--- config.mk ---
export PLATFORM = sky130hd
export DESIGN_NAME = memory_bridge
export DESIGN_NICKNAME = d
export VERILOG_FILES = /design/src/rtl/memory_bridge.sv
export SDC_FILE = /design/constraint.sdc
export NUM_CORES = 1
export LEC_CHECK = 0
export CORE_MARGIN = 2
export CORE_UTILIZATION = 45
export CTS_CLUSTER_SIZE = 8
export DETAILED_ROUTE_END_ITERATION = 10
export MAX_ROUTING_LAYER = met4
export PLACE_DENSITY = 0.86
export SETUP_SLACK_MARGIN = 0.3
export SLEW_MARGIN = 20
export SYNTH_ARGS = -nofsm -noshare
export SYNTH_HDL_FRONTEND = slang
export SYNTH_SLANG_ARGS = --single-unit
--- constraint.sdc ---
create_clock -name clk -period 6.33 [get_ports clk]
set_clock_uncertainty 0.1 [all_clocks]
set_input_delay 0.9495 -clock clk [delete_from_list [all_inputs] [get_ports clk]]
set_output_delay 0.9495 -clock clk [all_outputs]
set_load 0.01 [all_outputs]
--- src/rtl/memory_bridge.sv ---
// rtl/memory_bridge.sv - core strobe to req/ack memory bus bridge with per-transaction timeout
// Every output is driven from a register; the FSM owns all state in one sequential block.
module memory_bridge #(
  parameter int unsigned ADDR_WIDTH     = 32,
  parameter int unsigned DATA_WIDTH     = 32,
  parameter int unsigned TIMEOUT_CYCLES = 255
) (
  input  logic                  clk,
  input  logic                  reset,
  input  logic                  memory_read,
  input  logic                  memory_write,
  input  logic [ADDR_WIDTH-1:0] address,
  input  logic [DATA_WIDTH-1:0] write_data,
  output logic                  memory_response,
  output logic [DATA_WIDTH-1:0] read_data,
  output logic                  bus_req,
  output logic                  bus_we,
  output logic [ADDR_WIDTH-1:0] bus_addr,
  output logic [DATA_WIDTH-1:0] bus_wdata,
  input  logic                  bus_ack,
  input  logic [DATA_WIDTH-1:0] bus_rdata,
  output logic                  bus_fault
);

  localparam int unsigned      CNT_W    = $clog2(TIMEOUT_CYCLES + 1);
  localparam logic [CNT_W-1:0] CNT_LAST = CNT_W'(TIMEOUT_CYCLES - 1);

  typedef enum logic [1:0] {
    IDLE,
    REQ,
    RESP,
    HOLD
  } state_t;

  state_t                  state_q;
  logic [CNT_W-1:0]        cnt_q;
  logic [CNT_W-1:0]        cnt_d;
  logic                    resp_q;
  logic [DATA_WIDTH-1:0]   rdata_q;
  logic                    req_q;
  logic                    we_q;
  logic [ADDR_WIDTH-1:0]   addr_q;
  logic [DATA_WIDTH-1:0]   wdata_q;
  logic                    fault_q;

  assign cnt_d = cnt_q + CNT_W'(1);

  always_ff @(posedge clk or posedge reset) begin
    if (reset) begin
      state_q <= IDLE;
      cnt_q   <= '0;
      resp_q  <= 1'b0;
      rdata_q <= '0;
      req_q   <= 1'b0;
      we_q    <= 1'b0;
      addr_q  <= '0;
      wdata_q <= '0;
      fault_q <= 1'b0;
    end else begin
      case (state_q)
        IDLE: begin
          resp_q <= 1'b0;
          if (memory_write) begin
            addr_q  <= address;
            wdata_q <= write_data;
            we_q    <= 1'b1;
            req_q   <= 1'b1;
            state_q <= REQ;
          end else if (memory_read) begin
            addr_q  <= address;
            we_q    <= 1'b0;
            req_q   <= 1'b1;
            state_q <= REQ;
          end
        end
        REQ: begin
          // An ack in the timeout cycle still counts as a clean completion.
          if (bus_ack) begin
            if (!we_q) rdata_q <= bus_rdata;
            req_q   <= 1'b0;
            resp_q  <= 1'b1;
            state_q <= RESP;
          end else if (cnt_q == CNT_LAST) begin
            fault_q <= 1'b1;
            if (!we_q) rdata_q <= '0;
            req_q   <= 1'b0;
            resp_q  <= 1'b1;
            state_q <= RESP;
          end else begin
            cnt_q <= cnt_d;
          end
        end
        RESP: begin
          resp_q  <= 1'b0;
          cnt_q   <= '0;
          state_q <= HOLD;
        end
        HOLD: begin
          // Swallows the strobe the control unit keeps up one cycle past the response.
          state_q <= IDLE;
        end
        default: begin
          state_q <= IDLE;
          req_q   <= 1'b0;
          resp_q  <= 1'b0;
        end
      endcase
    end
  end

  assign memory_response = resp_q;
  assign read_data       = rdata_q;
  assign bus_req         = req_q;
  assign bus_we          = we_q;
  assign bus_addr        = addr_q;
  assign bus_wdata       = wdata_q;
  assign bus_fault       = fault_q;

endmodule

Word level (Yosys, flattened, before mapping)
Cells that the tools add are included.

Multiplexer cells: 24. Bitwise gates (word level): 2. Equality and inequality tests: 8. Add/sub/neg operators: 1. Reductions and logical operators: 15.

Operator list (count): 32-bit two-way mux (6); 8-bit two-way mux (2); 8-bit case mux with 2 select lines (1); 3-bit AND reduction (4); 2-bit nonzero test (5); 8-bit by 1-bit adder with 8-bit output (second input constant) (1); 8-bit == test (second input constant) (1); 1-bit two-way mux (8); 2-bit two-way mux (4); 2-bit case mux with 4 select lines (1); 2-bit AND reduction (4); 3-bit inequality test (second input constant) (2); 2-bit == test (second input constant) (2); 2-bit inequality test (second input constant) (2); 1-bit case mux with 2 select lines (2); 2-bit by 1-bit == test with 1-bit output (second input constant) (1); 2-bit zero test (1); 1-bit inverter (2); 2-bit OR reduction (1).

Bits of input ports: 101. Register bits after elaboration: 110. Output and inout bits: 100. Word-level logic and storage cells: 59.

Logic depth before layout (Yosys ltp)
Depth after elaboration: 4. Mapped depth: 8. Depth with buffers taken out: 6.

Worst setup path before layout
OpenSTA, ideal clock, no wires.

Path kind: input-to-reg. Start point: input memory_write. End point: register addr_q[10] (netlist: bus_addr[10]). Buffers on the path: 1. Data required time: 6.105 ns. Arrival: 1.863 ns. Stages: 3. Setup time: 0.125 ns. Slack: 4.243 ns. Path through: o21ai_1 buf_2 mux2_2.

Longest elaborated chain between the ends: 2. Elaborated cells on any way between the ends: 3. Those cells by class: mux: 1; reduce/logical: 2.

RTL lines: start: declaration (line 11) `input logic memory_write,`; 2-bit nonzero test (no line); 2-bit AND reduction (no line); end signal: assignment (line 64) `addr_q <= address;`; end signal: assignment (line 70) `addr_q <= address;`; end: declaration (line 42) `logic [ADDR_WIDTH-1:0] addr_q;`.

Several ways; a longest one is shown, not always the timed one. A chain may end at the register's enable or synchronous reset.

Worst setup path after layout
Start point: register we_q (netlist: bus_we). End point: output bus_we.

RTL lines: start: declaration (line 41) `logic we_q;`; start signal: assignment (line 55) `we_q <= 1'b0;`; start signal: assignment (line 66) `we_q <= 1'b1;`; start signal: assignment (line 71) `we_q <= 1'b0;`; end: declaration (line 17) `output logic bus_we,`.

No word-level cell between the ends.

==> impl_metrics.env <==
export IMPL_synthTopCellsByArea="dfrtp_1, mux2_2, a22o_1"
export IMPL_critPathBufInv=1
export IMPL_syn_num_nets=403
export IMPL_seq_area_frac_synth_pct=63.0
export IMPL_post_place_ws_ns=3.29
export IMPL_cts_hold_buf=0
export IMPL_fillCellCount=658
export IMPL_synth_commonest_cells="dfrtp_1, mux2_2, a22o_1, buf_2, ha_1"
export IMPL_synth_fa_ha_area_share_pct=2.00
export IMPL_drv_cap=0
export IMPL_synth_compound_area_share_pct=10.2
export IMPL_synth_xor_area_share_pct=0.200
export IMPL_power_density_nw_per_um2=468
export IMPL_clk_pin_slew_ns=0.10
export IMPL_post_cts_setup_buffer_count=0
export IMPL_drt_pass1_iterations=4
export IMPL_setup_ws_ns=3.87
export IMPL_r2r_slack_ns=4.17
export IMPL_num_rows=35
export IMPL_slew_headroom_pct=51.2
export IMPL_crit_family="buffers and inverters"
export IMPL_die_x_microns=103
export IMPL_grt_max_degree=59
export IMPL_hold_path_class="reg -> reg"
export IMPL_syn_area_per_cell_sq_um=14.8
export IMPL_pin_count=201
export IMPL_synth_cell_types=40
export IMPL_dieArea_sq_um=10500
export IMPL_area_growth_syn_to_layout_pct=52.0
export IMPL_tns_ns=0
export IMPL_fmax_mhz=407
export IMPL_regArea_sq_um=2750
export IMPL_cts_path_max_buffers=2
export IMPL_portBuffers=200
export IMPL_clock_root_buffer="clkbuf_8"
export IMPL_status="finished, final reports clean"
export IMPL_crit_type="reg -> out"
export IMPL_synth_edf_count=0
export IMPL_htree_num_levels=3
export IMPL_synthSimpleGateAreaFrac_pct=4.90
export IMPL_min_period_ns=2.46
export IMPL_final_max_slew_violation_count=0
export IMPL_routed_via_count=3227
export IMPL_p_leak_nw=2.87
export IMPL_design_area_sq_um=6640
export IMPL_max_stage_delay_ns=0.60
export IMPL_drtIter0Drc=101
export IMPL_critPathLaunchType="flip-flop"
export IMPL_synth_top_family_by_area="multiplexers"
export IMPL_core_sq_um=9330
export IMPL_grt_overflow=0
export IMPL_start_util_pct=46.9
export IMPL_postLayoutCoreUtil_pct=71.2
export IMPL_cp_required_ns=5.28
export IMPL_synth_top_cell_by_area="dfrtp_1"
export IMPL_fin_total_pwr_mw=3.11
export IMPL_rsz0062_at_grt="no"
export IMPL_clk_latency_ns=0.35
export IMPL_track_usage_pct=21.2
export IMPL_synthFlopType="dfrtp_1"
export IMPL_grt_pass1_wl_mm=16.7
export IMPL_synth_warnings=0
export IMPL_peakVddDrop_mv=0.287
export IMPL_path_cells="clkdlybuf4s50_1"
export IMPL_critPathMaxFanout=4
export IMPL_antenna_found_initial=0
export IMPL_hold_worst_slack_ns=0.391
export IMPL_cts_sinks=110
export IMPL_dpl_hpwl_mm=8.20
export IMPL_synth_cells=295
export IMPL_async_flop_share_pct=100
export IMPL_cp_end_kind="output port"
export IMPL_totalWireLength_mm=11.0
export IMPL_cp_slowest_cell="clkdlybuf4s50_1"
export IMPL_dpl_cell_count=611
export IMPL_die_h_microns=103
export IMPL_cts_buffers_inserted=9
export IMPL_n_antenna_cell=0
export IMPL_wire_per_inst_microns=17.6
export IMPL_fin_nets=601
export IMPL_antenna_left=0
export IMPL_vias_per_cell=5.15
export IMPL_synth_area_mux_share_pct=17.0
export IMPL_yosys_area_top_type_share_pct=63.0
export IMPL_gp_congestion=0.783
export IMPL_worstMarginPinSlew_ns=0.732
export IMPL_synth_most_common_cell="dfrtp_1"
export IMPL_place_area_sq_um=6460
export IMPL_multi_input_area_sq_um=1510
export IMPL_cts_tree="built"
export IMPL_cp_arrival_ns=1.41
export IMPL_post_cts_resized=0
export IMPL_ys_seq_elements=110
export IMPL_period_share_pct=38.9
export IMPL_setup_viol=0
export IMPL_hold_viol_final=0
export IMPL_final_cells=627
export IMPL_mappedNetlistArea_sq_um=4370
export IMPL_grt_pass1_vias=3346
export IMPL_drc=0
export IMPL_drive_gt1_share_pct=18.9
==> final cells by class <==
cell class,instances,area share [%]
Clock inverter,6,0.716
Tap cell,129,2.43
Sequential cell,110,41.4
Inverter,4,0.264
Clock buffer,10,1.92
Timing Repair Buffer,203,30.5
Multi-Input combinational cell,165,22.7
==> cells by family after synthesis <==
logic type,Yosys count
compound gates,55
xor+xnor,1
fa+ha+maj,7
buf+inv,20
flops,110
mux,66
simple gates,36
==> metal layers <==
metal / track usage, % / up-vias / share of wire (%)
met5: - / - / 0
met4: 6.87 / 0 / 1.9
met3: 6.44 / 14 / 8.9
met2: 33.9 / 154 / 48
met1: 25.9 / 1592 / 41
li1: - / 1467 / -
==> worst paths after layout <==
path                                  startpoint                        end  cells past startpoint
setup reg to reg            cnt_q[0]$_DFFE_PP0P_  read_data[24]$_DFFE_PP0P_                      6
max in group asynchronous                  reset        bus_req$_DFFE_PP0P_                      3
hold / removal             bus_fault$_DFFE_PP0P_      bus_fault$_DFFE_PP0P_                      1
setup / recovery              bus_we$_DFFE_PP0P_                     bus_we                      1
min in group asynchronous                  reset  read_data[14]$_DFFE_PP0P_                      2
hold reg to reg            bus_fault$_DFFE_PP0P_      bus_fault$_DFFE_PP0P_                      1
==> placed cells by master, fill, tap and decap left out, types with 2 or more instances in the layout <==
cell type        count
nor2_1               5
a21oi_1              5
nand4_1              3
dfrtp_1            110
ha_1                 7
nor2b_1              4
clkbuf_8             9
nand2_1              5
a31o_2               2
o21ai_0              6
inv_1                3
clkinv_4             3
nand3_1              5
clkdlybuf4s50_1    200
a21o_1               2
buf_4                3
or3_1                2
a22o_1              32
mux2_2              65
==> power breakdown <==
group / internal [mW] / total, mW / switching, mW
clock: 0.147 / 0.386 / 0.239
sequential: 1.03 / 1.22 / 0.191
combinational: 0.923 / 1.50 / 0.576
total: 2.10 / 3.11 / 1.01
==> state kept, by name, summed over array words and instances, names as in the netlist <==
| signal | count |
|---|---|
| bus_fault | 1 |
| bus_we | 1 |
| state_q | 2 |
| read_data | 32 |
| bus_req | 1 |
| memory_response | 1 |
| cnt_q | 8 |
| bus_addr | 32 |
| bus_wdata | 32 |
Note: power is estimated with default switching activity, not from simulation.
